### src/rtl/i2s_pkg.sv
// Shared constants, FSM encoding and helpers for the oversampling I2S receiver.
package i2s_pkg;

    localparam int I2S_MODE_PHILIPS = 0;
    localparam int I2S_MODE_LEFT    = 1;

    typedef enum logic [1:0] {
        IDLE,
        SYNC,
        RX
    } rx_state_t;

    // Number of BCLK ticks between the LRCK edge and the MSB of a slot.
    function automatic int i2s_lead(input int mode);
        return (mode == I2S_MODE_PHILIPS) ? 1 : 0;
    endfunction

endpackage

### src/rtl/i2s_pin_sync.sv
// Multi-stage synchroniser for one asynchronous codec pin, with rising and
// any-edge strobes derived from the synchronised level.
module i2s_pin_sync #(
    parameter int STAGES = 2
) (
    input  logic clk,
    input  logic rst,
    input  logic pin,
    output logic level,
    output logic rise,
    output logic toggle
);

    logic [STAGES-1:0] sync_q;
    logic              prev_q;

    always_ff @(posedge clk) begin
        if (rst) begin
            sync_q <= '0;
            prev_q <= 1'b0;
        end else begin
            sync_q <= {sync_q[STAGES-2:0], pin};
            prev_q <= sync_q[STAGES-1];
        end
    end

    assign level  = sync_q[STAGES-1];
    assign rise   = level & ~prev_q;
    assign toggle = level ^ prev_q;

endmodule

### src/rtl/i2s_rx_stream.sv
// I2S / left-justified stereo receiver oversampling the codec pins on clk and
// delivering L/R pairs on a valid/ready stream. Optional I2S_RX_STREAM_FRAME_ERR_EN.
module i2s_rx_stream
    import i2s_pkg::*;
#(
    parameter int DATA_BITS   = 16,
    parameter int SLOT_MAX    = 32,
    parameter int JUSTIFY     = I2S_MODE_PHILIPS,
    parameter int SYNC_STAGES = 2
) (
    input  logic                 clk,
    input  logic                 rst,
    input  logic                 codec_aud_bclk_i,
    input  logic                 codec_aud_adclrck_i,
    input  logic                 codec_aud_adcdat_i,
    input  logic                 enable_i,
    output logic [DATA_BITS-1:0] sample_L_o,
    output logic [DATA_BITS-1:0] sample_R_o,
    output logic                 valid_o,
    input  logic                 ready_i,
    output logic                 overrun_o
`ifdef I2S_RX_STREAM_FRAME_ERR_EN
    ,
    output logic                 frame_err_o
`endif
);

    localparam int CW       = $clog2(SLOT_MAX + 1);
    localparam int LEAD     = i2s_lead(JUSTIFY);
    localparam int MIN_SLOT = LEAD + DATA_BITS;
    localparam logic [DATA_BITS-1:0] MSB_ONE = {1'b1, {(DATA_BITS-1){1'b0}}};

    logic tick, lrck_s, dat_s;
    logic bclk_lvl_unused, bclk_any_unused, lrck_rise_unused, lrck_any_unused;
    logic [SYNC_STAGES-1:0] dat_sync;

    i2s_pin_sync #(.STAGES(SYNC_STAGES)) u_bclk_sync (
        .clk(clk), .rst(rst), .pin(codec_aud_bclk_i),
        .level(bclk_lvl_unused), .rise(tick), .toggle(bclk_any_unused)
    );

    i2s_pin_sync #(.STAGES(SYNC_STAGES)) u_lrck_sync (
        .clk(clk), .rst(rst), .pin(codec_aud_adclrck_i),
        .level(lrck_s), .rise(lrck_rise_unused), .toggle(lrck_any_unused)
    );

    // Same depth as the other pins so DAT stays aligned with the BCLK tick.
    always_ff @(posedge clk) begin
        if (rst) dat_sync <= '0;
        else     dat_sync <= {dat_sync[SYNC_STAGES-2:0], codec_aud_adcdat_i};
    end
    assign dat_s = dat_sync[SYNC_STAGES-1];

    rx_state_t              state;
    logic                   lrck_last;
    logic [CW-1:0]          bit_cnt, idx;
    logic [DATA_BITS-1:0]   word, word_nxt, win_mask, hold_l, pend_l, pend_r;
    logic                   lr_edge, l2r, r2l, in_win, pend;
`ifdef I2S_RX_STREAM_FRAME_ERR_EN
    logic                   slot_bad;
`endif

    always_comb begin
        lr_edge = tick && (lrck_s != lrck_last);
        l2r     = lr_edge && lrck_s;
        r2l     = lr_edge && !lrck_s;
        if (lr_edge)                        idx = '0;
        else if (bit_cnt == CW'(SLOT_MAX))  idx = bit_cnt;
        else                                idx = bit_cnt + 1'b1;
        in_win   = (int'(idx) >= LEAD) && (int'(idx) < LEAD + DATA_BITS);
        win_mask = MSB_ONE >> (idx - CW'(LEAD));
        word_nxt = lr_edge ? '0 : word;
        if (in_win)
            word_nxt = dat_s ? (word_nxt | win_mask) : (word_nxt & ~win_mask);
`ifdef I2S_RX_STREAM_FRAME_ERR_EN
        // bit_cnt still holds the last index of the slot that is closing.
        slot_bad = (int'(bit_cnt) + 1 < MIN_SLOT) || (bit_cnt == CW'(SLOT_MAX));
`endif
    end

    always_ff @(posedge clk) begin
        if (rst) begin
            state      <= IDLE;
            lrck_last  <= 1'b0;
            bit_cnt    <= '0;
            word       <= '0;
            hold_l     <= '0;
            pend       <= 1'b0;
            pend_l     <= '0;
            pend_r     <= '0;
            sample_L_o <= '0;
            sample_R_o <= '0;
            valid_o    <= 1'b0;
            overrun_o  <= 1'b0;
`ifdef I2S_RX_STREAM_FRAME_ERR_EN
            frame_err_o <= 1'b0;
`endif
        end else begin
            pend      <= 1'b0;
            overrun_o <= 1'b0;
`ifdef I2S_RX_STREAM_FRAME_ERR_EN
            frame_err_o <= 1'b0;
`endif
            if (tick) begin
                lrck_last <= lrck_s;
                bit_cnt   <= idx;
                word      <= word_nxt;
            end

            case (state)
                IDLE: if (enable_i) state <= SYNC;
                SYNC: begin
                    if (!enable_i) state <= IDLE;
                    else if (r2l)  state <= RX;
                end
                RX: begin
                    if (!enable_i) state <= IDLE;
`ifdef I2S_RX_STREAM_FRAME_ERR_EN
                    else if (lr_edge && slot_bad) begin
                        state       <= SYNC;
                        frame_err_o <= 1'b1;
                    end
`endif
                    else if (l2r) hold_l <= word;
                    else if (r2l) begin
                        pend   <= 1'b1;
                        pend_l <= hold_l;
                        pend_r <= word;
                    end
                end
                default: state <= IDLE;
            endcase

            // A finished pair either replaces a consumed/empty output or is dropped.
            if (pend && (!valid_o || ready_i)) begin
                sample_L_o <= pend_l;
                sample_R_o <= pend_r;
                valid_o    <= 1'b1;
            end else begin
                if (pend)              overrun_o <= 1'b1;
                if (valid_o && ready_i) valid_o  <= 1'b0;
            end
        end
    end

endmodule

### config.mk
export PLATFORM = sky130hd
export DESIGN_NAME = i2s_rx_stream
export DESIGN_NICKNAME = d
export VERILOG_FILES = /design/src/rtl/i2s_pkg.sv /design/src/rtl/i2s_pin_sync.sv /design/src/rtl/i2s_rx_stream.sv
export SDC_FILE = /design/constraint.sdc
export NUM_CORES = 1
export LEC_CHECK = 0
export ABC_AREA = 0
export CORE_ASPECT_RATIO = 0.9
export CORE_MARGIN = 1
export CORE_UTILIZATION = 60
export CTS_CLUSTER_DIAMETER = 60
export CTS_CLUSTER_SIZE = 10
export DETAILED_ROUTE_END_ITERATION = 8
export PLACE_DENSITY_LB_ADDON = 0.1
export SYNTH_ARGS = -nofsm -noshare
export SYNTH_HDL_FRONTEND = slang
export SYNTH_SLANG_ARGS = --single-unit
### constraint.sdc
create_clock -name clk -period 5.2 [get_ports clk]
set_input_delay 0.52 -clock clk [delete_from_list [all_inputs] [get_ports clk]]
set_output_delay 0.52 -clock clk [all_outputs]
set_load 0.02 [all_outputs]
---- Word-level counts from Yosys, hierarchy flattened ----
Index checks and enable logic that the tools add are counted.
storage, ports and cells
  register bits after elaboration ......... 115
  bits in latches ......................... 0
  RAM bits ................................ 0
  bits in read-only memories .............. 0
  input bits .............................. 7
  output and inout bits ................... 34
  word-level logic and storage cells ...... 66
  memories kept ........................... 0
operators by class
  $add $sub $neg .......................... 2
  $mul .................................... 0
  divide/modulo/power cells ............... 0
  order comparisons ....................... 2
  eq/ne operators ......................... 7
  shift operators ......................... 1
  multiplexer cells ....................... 14
  bitwise gates (word level) .............. 8
  reductions and logical operators ........ 16
operators by type and width
  operator               count
  $mux 16                3
  $and 16x16->16         1
  $not 16->16            1
  $or 16x16->16          1
  $shr 16x6->16 const A  1
  $mux 6                 2
  $mux 2                 4
  $add 6x1->6 const B    1
  $eq 6x6->1 const B     1
  $ge 6x1->1 const B     1
  $logic_and 1x1->1      6
  $lt 6x5->1 const B     1
  $pmux 2 s3             1
  $reduce_and 3->1       2
  $sub 6x1->6 const B    1
  $mux 1                 4
  $ne 2x2->1 const B     2
  $not 1->1              4
  $reduce_and 4->1       1
  $reduce_or 4->1        1
  $ne 3x3->1 const B     1
  $eq 2x1->1 const B     1
  $eq 2x2->1 const B     1
  $logic_not 1->1        2
  6 further kinds        6

---- Depth between registers and ports, before layout ----
Gate-level depths: netlist of the first run.
  word-level depth ........................ 10
  gate-level depth with buffers ........... 15
  mapped depth without buffers ............ 14

---- Hierarchy ----
A second synthesis of the first run with hierarchy kept.
unflattened totals
  cells, all modules ...................... 599
  area, all modules ....................... 4848.4 µm²
by module, submodules not included
  module         times used  cells each  area each (µm²)  sequential area each (µm²)
  i2s_rx_stream  1           581         4650.7           2202.1
  i2s_pin_sync   2           9           98.8             60.1

---- Worst setup path before layout of the first run ----
OpenSTA, ideal clock, no wires.
  path kind ............................... reg2reg
  start point ............................. register bit_cnt[1]
  end point ............................... register word[12]
  arrival ................................. 3109 ps
  slack ................................... 1958 ps
  cell stages (with the launch flop) ...... 15
  path buffers ............................ 1
  clock period less this slack ............ 3242 ps
  cell sequence ........................... dfxtp_1 -> inv_1 -> ha_1 -> and2_4 -> buf_6 -> a21oi_1 -> nor3_1 -> inv_1 -> ha_1 -> or3b_1 -> a21oi_1 -> o311ai_1 -> a211o_1 -> o311ai_1 -> a31oi_1
between the ends
  longest elaborated chain between the ends .. 9
  elaborated cells between the ends (all ways) .. 14
  those cells by class .................... add/sub: 2; order compare: 2; eq/ne: 1; shift: 1; mux: 4; bitwise: 3; reduce/logical: 1
ends and longest elaborated chain
  element                 line                  text
  from (decl)             i2s_rx_stream.sv:56   logic [CW-1:0] bit_cnt, idx;
  from (signal assigned)  i2s_rx_stream.sv:106  bit_cnt <= idx;
  $eq 6x6->1 (*)          i2s_rx_stream.sv:68   else if (bit_cnt == CW'(SLOT_MAX)) idx = bit_cnt;
  $mux 6 (*)              i2s_rx_stream.sv:68
  $mux 6 (*)              i2s_rx_stream.sv:67   if (lr_edge) idx = '0;
  named net idx[0]        i2s_rx_stream.sv:56
  $sub 6x1->6             i2s_rx_stream.sv:71   win_mask = MSB_ONE >> (idx - CW'(LEAD));
  $shr 16x6->16           i2s_rx_stream.sv:71
  $not 16->16             i2s_rx_stream.sv:74   word_nxt = dat_s ? (word_nxt | win_mask) : (word_nxt & ~win_mask);
  $and 16x16->16          i2s_rx_stream.sv:74
  $mux 16                 i2s_rx_stream.sv:74
  $mux 16 (*)             i2s_rx_stream.sv:73   if (in_win)
  to (signal assigned)    i2s_rx_stream.sv:107  word <= word_nxt;
  to (decl)               i2s_rx_stream.sv:57   logic [DATA_BITS-1:0] word, word_nxt, win_mask, hold_l, pend_l, pend_r;
Mark *: on every way through the listed nets, which the timed path passes. The rest lies on a longest branch.
A chain may end at the register's enable or synchronous reset.

---- Worst setup path in the final report of the first run ----
  start point ............................. register bit_cnt[0]
  end point ............................... register word[11]
between the ends
  longest elaborated chain between the ends .. 9
  elaborated cells between the ends (all ways) .. 14
  those cells by class .................... add/sub: 2; order compare: 2; eq/ne: 1; shift: 1; mux: 4; bitwise: 3; reduce/logical: 1
ends and longest elaborated chain
  element                                    line
  $add 6x1->6 or $eq 6x6->1 (tied branches)  i2s_rx_stream.sv:69, i2s_rx_stream.sv:68
  $mux 6 (*)                                 i2s_rx_stream.sv:68
  $mux 6 (*)                                 i2s_rx_stream.sv:67
  named net idx[0]                           i2s_rx_stream.sv:56
  $sub 6x1->6                                i2s_rx_stream.sv:71
  $shr 16x6->16                              i2s_rx_stream.sv:71
  $not 16->16                                i2s_rx_stream.sv:74
  $and 16x16->16                             i2s_rx_stream.sv:74
  $mux 16                                    i2s_rx_stream.sv:74
  $mux 16 (*)                                i2s_rx_stream.sv:73
Marks and branches as above.

==> results by group, run 1 <==
Run status
  • Status: finished, final reports clean

Clock tree
  • Hold_buf cts: 0
  • Post-cts sizing count: 0
  • Clock Tree Buf Depth: 2
  • Setup bufs post-CTS: 0
  • Clk sinks: 115
  • Inserted Clock Buffers: 17
  • Htree depth: 4
  • Clk Latency, worst-skew pair: roughly 530 ps
  • Root buffer cell: clkbuf_8
  • Clock slew at reported path FFs: ~60 ps
  • CTS tree: built

Worst hold path
  • Worst hold stages: 1
  • Hold EP: u_bclk_sync.sync_q[1]
  • Hold path startpoint: u_bclk_sync.sync_q[0]
  • Hold Path Class: reg2reg

Global route
  • First-pass GRT wire length: about 20,000 um
  • Vias in the first global route: 4,173
  • GRT Overall Usage: 29.52%
  • Antenna violations before repair: 0
  • Largest net degree at the start of global routing: 121
  • GR Overflow Total: 0

Floorplanning
  • Total Die Area: 8459 um2
  • Die W: slightly below 100 um
  • IO Pins: 41
  • Cell row count: 30
  • Die extent in y: 87.36 um
  • Initial core utilization: 63.12%
  • Area of the core: 7695 um2

Timing
  • Fin Setup TNS: 0 ps
  • Max Slew Vio Count: 0
  • Minimum clock period: roughly 4000 ps
  • Final period utilization: between 70% and 80%
  • Setup-failing EPs final: 0
  • Worst slew pin tran: 1229 ps
  • Final setup margin: between 1000 and 1500 ps
  • WHS: 436.7 ps
  • Clock Skews: 10.86 ps
  • Unrepaired setup endpoints after global routing: false
  • Final Hold Fails: 0
  • Worst slew margin: 18.08%
  • Fmax: 249.5 MHz

Route
  • Initial DRC Count: 413
  • DRT antenna net count: 0
  • Avg Vias per Cell: 6.076
  • Routed wire length: 11,960 um
  • Post-route DRC: 0
  • Vias: 4,466
  • Wire per inst: 16.28 um
  • Pre-antenna DRT Iters: 5

Synthesis
  • Main synth FF type: dfxtp_1
  • Simple-gate share of the synthesized area: between 20% and 30%
  • Compound-Gate Fraction of Synth Area: 21.28%
  • Synth unique cells: 65
  • Ys async rst share: 0%
  • Cells after synthesis: 607
  • Yosys warnings: 0
  • Largest family of logic cells by synthesized area: simple AND/OR/NAND/NOR gates
  • Mux contribution to synthesized area: 0.2318%
  • Synth Area in Adders: 0.7728%
  • Synth Area in XOR/XNOR: 1.726%
  • Syn Area/Cell: 8.002 um2
  • Register area share after synthesis: 47.40%
  • Post-synth EDFFs: 0
  • Syn Std Cell Area: between 4000 and 5000 um2
  • Post-synthesis register bit count: between 100 and 150
  • Post-Syn Nets: 617

Critical path
  • CP max stage cell: dfxtp_1
  • Worst EP required: 5620 ps
  • Crit path cell chain: inv_1 > ha_1 > and2_4 > a21oi_1 > nor3_1 > inv_1 > ha_1 > or3b_1 > a21oi_1 > o311ai_1 > a211oi_4 > a22oi_1 > a311oi_1
  • Worst r2r path cells: 13
  • FF-to-FF Start: bit_cnt[0]
  • Critical path class: reg2reg
  • Slowest stage delay, CP: 530 ps
  • Worst EP arrival: around 4400 ps
  • Crit. End Element: flip-flop
  • Startpoint Class: flip-flop
  • FF-to-FF setup slack: 1190 ps
  • Worst-path fanout max: 15
  • Reg-to-Reg End: word[11]

Placement
  • Post-DP HPWL: ~7000 um
  • Routability cong.: 0.8925
  • Place WS: 1295 ps
  • PortBufs: 40

Power
  • Max IR drop VDD: approximately 0.32 mV
  • Power Density: 359.6 nW/um2
  • LEAKAGE: 1.957 nW
  • Final Power: 0.002079 W

Final layout
  • Multi-input logic area: 2352 um2
  • # diodes: 0
  • Commonest non-fill, non-tap cell in the layout: nand2_1
  • Layout Area Growth over Synthesis: 19.04%
  • Register Area: around 2300 um2
  • Most frequent cells in the layout: nand2_1 (186), dfxtp_1 (115), a21oi_1 (97), clkdlybuf4s50_1 (39)
  • Share of cells above drive strength 1: 7.825%
  • # nets final: ~640
  • Fillers: 562

Flow run
  • Max-cap viol count: 0
metrics by stage:
stage	utilization, %	std cells	cell area, um2
after floorplan	-	607	4857
final	75.14	735	5782
after global routing	75.14	735	5782
after global placement	67.80	703	5218
after detailed placement	67.80	703	5218
after CTS	75.14	735	5782
report_power, final:
group	internal [W]	switching (W)	total [W]
sequential	0.000888	0.00000719	0.000895
clock	0.000646	0.000461	0.00111
combinational	0.0000249	0.0000529	0.0000778
total	0.00156	0.000521	0.00208
synth_stat cells (3+ instances only):
| cell type | n | area, um2 |
|---|---|---|
| a21oi_1 | 97 | 485.5 |
| a22oi_1 | 3 | 22.52 |
| a311oi_1 | 3 | 26.28 |
| a31oi_1 | 8 | 50.05 |
| and2_1 | 3 | 18.77 |
| and3_1 | 8 | 50.05 |
| buf_2 | 6 | 30.03 |
| clkbuf_1 | 34 | 127.6 |
| dfxtp_1 | 115 | 2302 |
| ha_1 | 3 | 37.54 |
| inv_1 | 4 | 15.01 |
| nand2_1 | 186 | 698.2 |
| nand2b_1 | 3 | 18.77 |
| nand3_1 | 14 | 70.07 |
| nand4_1 | 6 | 37.54 |
| nor2_1 | 16 | 60.06 |
| nor2b_1 | 9 | 56.30 |
| nor3_1 | 6 | 30.03 |
| nor3b_1 | 4 | 30.03 |
| o211ai_1 | 6 | 45.04 |
| o21ai_0 | 8 | 40.04 |
| o311ai_1 | 4 | 35.03 |
| o41ai_1 | 5 | 43.79 |
| or4_1 | 3 | 22.52 |
| xnor2_1 | 3 | 26.28 |
sequential cells by signal, summed over array words and instances, names as in the netlist:
signal and count:
hold_l 16, pend_l 16, pend_r 16, sample_L_o 16
sample_R_o 16, word 16, bit_cnt 6, dat_sync 2
state 2, u_bclk_sync.sync_q 2, u_lrck_sync.sync_q 2, lrck_last 1
overrun_o 1, pend 1, u_bclk_sync.prev_q 1, valid_o 1
critical path: cells and delay by family (launching register included):
kind | cells | cell delay (ps)
compound gates | 6 | 1680
fa+ha+maj | 2 | 750
simple gates | 3 | 700
flops | 1 | 530
buf+inv | 2 | 250
worst max path at each step:
stage                from       end  slack [ps]  cells after the start
3_5_place_dp   bit_cnt[0]  word[12]        1300                     13
4_1_cts        bit_cnt[0]  word[11]        1220                     13
2_1_floorplan  bit_cnt[1]  word[12]        1960                     14
3_3_place_gp   bit_cnt[0]  word[12]        1370                     13
6_report       bit_cnt[0]  word[11]        1190                     13
5_1_grt        bit_cnt[0]  word[11]         740                     13
layer usage:
| layer | vias up | GRT usage, % | wire length, um |
|---|---|---|---|
| met5 | - | 0 | 0 |
| met4 | 0 | 11.40 | 210 |
| met3 | 25 | 8.427 | 721 |
| met2 | 176 | 50.00 | 5739 |
| met1 | 2124 | 35.89 | 5293 |
| li1 | 2141 | - | - |
cell families (layout without fill, tap and decap cells):
kind of cell | count (synthesis) | in the layout
adder cells (fa/ha/maj) | 3 | 3
buffers and inverters | 48 | 80
flip-flops | 115 | 115
AO/OA/AOI/OAI | 163 | 163
AND/OR/NAND/NOR | 270 | 270
multiplexers | 1 | 1
XOR/XNOR | 7 | 7
cell type report:
type | instances | share of cell area (%)
multi-input cells | 444 | 40.68
well taps | 96 | 2.077
inverters | 4 | 0.2597
repair buffers | 44 | 7.401
clock buffers | 17 | 7.163
clock inverters | 15 | 2.597
flip-flops and latches | 115 | 39.82
Note: power is estimated with default switching activity, not from simulation.
==> run 2: changes to the inputs <==
Settings changed: CORE_UTILIZATION 60 to 52.
Clock period 5.2 ns to 3.65 ns, I/O delays scaled along.
==> run 2 against run 1 <==
  * Maximum frequency grew 20%
  * Clock power grew 46%
  * Setup slack lost 870 ps
  * Sequential power grew 43%
  * Flip-flop and latch count is the same
  * Sequential share of layout area shrank 0.99 points
==> results by group, run 2 (synthesis results as in run 1) <==
Critical path
  • Critical Path Start: bit_cnt[3]
  • Crit. End Element: flip-flop
  • FF-to-FF Start: bit_cnt[3]
  • Worst path top cell family by delay: simple AND/OR/NAND/NOR gates
  • Worst EP required: 4100 ps (-1520 ps)
  • CP max stage cell: a2111oi_4
  • Crit path cell chain: or3_1 > nor3_1 > a21oi_1 > or2_2 > ha_1 > and3_1 > a21boi_1 > a2111oi_4 > o221ai_2 > or4_1 > nand3_1
  • Slowest stage delay, CP: 480 ps (-50 ps)
  • Worst EP arrival: 3780 ps (-650 ps)
  • WP buf/inv: 0 (-2)
  • Startpoint Class: flip-flop
  • Critical path class: reg2reg
  • Worst-path fanout max: 12 (-3)

Timing
  • Worst slew margin: 29.65% (+12 points)
  • Setup-failing EPs final: 0 (unchanged)
  • Fmax: 300.0 MHz (+20%)
  • Fin Setup TNS: 0 ps (unchanged)
  • Worst slew pin tran: 1053 ps (-176.1 ps)
  • Minimum clock period: 3333 ps (-675.4 ps)
  • Max Slew Vio Count: 0 (unchanged)
  • Clock Skews: 9.146 ps (-1.716 ps)
  • Final Hold Fails: 0 (unchanged)
  • Final period utilization: 91.32% (+14 points)
  • Unrepaired setup endpoints after global routing: false

Placement
  • PortBufs: 40 (unchanged)
  • Cells after DPL: 741 (+5.4%)
  • Placement Cell Area: 5340 um2 (+2.4%)
  • Routability cong.: 0.8786 (-1.6%)
  • Post-DP HPWL: 7620 um (+6.4%)

Route
  • Wire length on met1: 5733 um (+8.3%)
  • Routed wire length: 11,600 um (-3.1%)
  • Avg Vias per Cell: 5.541 (-8.8%)
  • Post-route DRC: 0 (unchanged)
  • Wire per inst: 15.02 um (-7.7%)
  • Initial DRC Count: 212 (-49%)
  • DRT antenna net count: 0 (unchanged)
  • Met2 wire length: 5283 um (-7.9%)
  • Wire length on met3: 475 um (-34%)
  • Vias: 4,278 (-4.2%)
  • Highest Signal Layer: met4
  • Pre-antenna DRT Iters: 5 (unchanged)

Global route
  • GR Overflow Total: 0 (unchanged)
  • Vias in the first global route: 3,875 (-7.1%)
  • GRT Overall Usage: 25.13% (-4.4 points)
  • Largest net degree at the start of global routing: 63 (-48%)
  • First-pass GRT wire length: 19,140 um (-3.1%)
  • Antenna violations before repair: 0 (unchanged)

Power
  • Clock power frac: 53.8% (+0.6 points)
  • Switching Power: 0.0006399 W (+23%)
  • LEAKAGE: 2.037 nW (+4.1%)
  • Sw Ratio: 21.23% (-3.8 points)
  • Power Density: 508.5 nW/um2 (+41%)
  • Seq pwr share: 42.3% (-0.7 points)
  • Internal Pwr Total: 0.002375 W (+52%)
  • Logic pwr share: 3.9% (+0.2 points)
  • Max IR drop VDD: 0.3413 mV (+5.8%)

Floorplanning
  • Area of the core: 9084 um2 (+18%)
  • Cell row count: 33 (+10%)
  • Initial core utilization: 53.47% (-9.7 points)
  • Total Die Area: 9732 um2 (+15%)
  • Die W: 103.9 um (+7.3%)
  • Die extent in y: 93.69 um (+7.3%)
  • IO Pins: 41 (unchanged)

Worst hold path
  • Hold path startpoint: rst
  • Hold Path Class: in2reg

Clock tree
  • Clock slew at reported path FFs: 50 ps (about the same)
  • Root buffer cell: clkbuf_8
  • Clk Latency, worst-skew pair: 510 ps (-20 ps)
  • Htree depth: 4 (unchanged)
  • Setup bufs post-CTS: 0 (unchanged)
  • Inserted Clock Buffers: 17 (unchanged)
  • Clock Tree Buf Depth: 2 (unchanged)
  • Clk sinks: 115 (unchanged)
  • CTS tree: built

Final layout
  • Final core occ: 65.28% (-9.9 points)
  • Fillers: 763 (+36%)
  • # nets final: 648 (+1.9%)
  • Multi-input logic area: 2359 um2 (+0.27%)
  • Finished layout cell area: 5929 um2 (+2.6%)
  • Register Area: 2302 um2 (unchanged)
  • Layout Area Growth over Synthesis: 22.08%
  • Final cell count without fillers: 772 (+5.0%)
  • Most frequent cells in the layout: nand2_1 (186), dfxtp_1 (115), a21oi_1 (97), clkdlybuf4s50_1 (39), buf_4 (17)
  • Share of cells above drive strength 1: 8.923% (+1.1 points)
  • # diodes: 0 (unchanged)
  • Commonest non-fill, non-tap cell in the layout: nand2_1

Run status
  • Status: finished, final reports clean

Flow run
  • Max-cap viol count: 0 (unchanged)
-- run 2: final timing paths --
kind / endpoint / slack (ps) / cells after the start
worst max register to register: word[4] / 320 / 11
worst min-delay path: u_bclk_sync.sync_q[1] / 340 / 2
worst min register to register: dat_sync[1] / 440 / 1
worst max-delay path: word[4] / 320 / 11
-- run 2: final cells by class --
cell class	instances	share of cell area [%]
clock buffer	22	7.639
clock inverter	9	2.195
inverter	4	0.2532
multi-input combinational	444	39.78
sequential	115	38.83
tap	122	2.574
timing repair buffer	56	8.736
-- run 2: per-layer routing --
layer,global-route usage [%],vias up
met4,6.667,0
met5,0,-
met2,39.78,84
met1,34.25,2021
met3,6.311,10
li1,-,2163
-- run 2: power by group through the flow --
stage                     clock network, W   logic, W  registers, W
after floorplan                          0  0.0000824       0.00130
after global placement                   0   0.000116       0.00130
after detailed placement                 0   0.000117       0.00130
after CTS                          0.00164   0.000117       0.00127
after global routing               0.00170   0.000130       0.00128
final                              0.00162   0.000119       0.00128
-- run 2: worst reg2reg max path, stage by stage (launching register included) --
cell and delay (ps):
dfxtp_1 430, or3_1 450, nor3_1 190, a21oi_1 80, or2_2 290, ha_1 200
and3_1 190, a21boi_1 170, a2111oi_4 480, o221ai_2 260, or4_1 440, nand3_1 90
-- run 2: per-stage QoR --
step	setup slack, ps	power [W]	hold WS, ps
4_1_cts	229.8	0.003031	342.8
2_1_floorplan	408.3	0.001380	413.8
5_1_grt	60.11	0.003106	367.9
3_5_place_dp	257.7	0.001418	428.9
6_report	316.9	0.003015	343.1
3_3_place_gp	283.7	0.001417	416.4
-- run 2: what timing repair did --
action                                  in CTS  in global routing
hold buffers                                 0                  0
endpoints found under the setup margin       0                  5
gates resized for setup                      0                  1
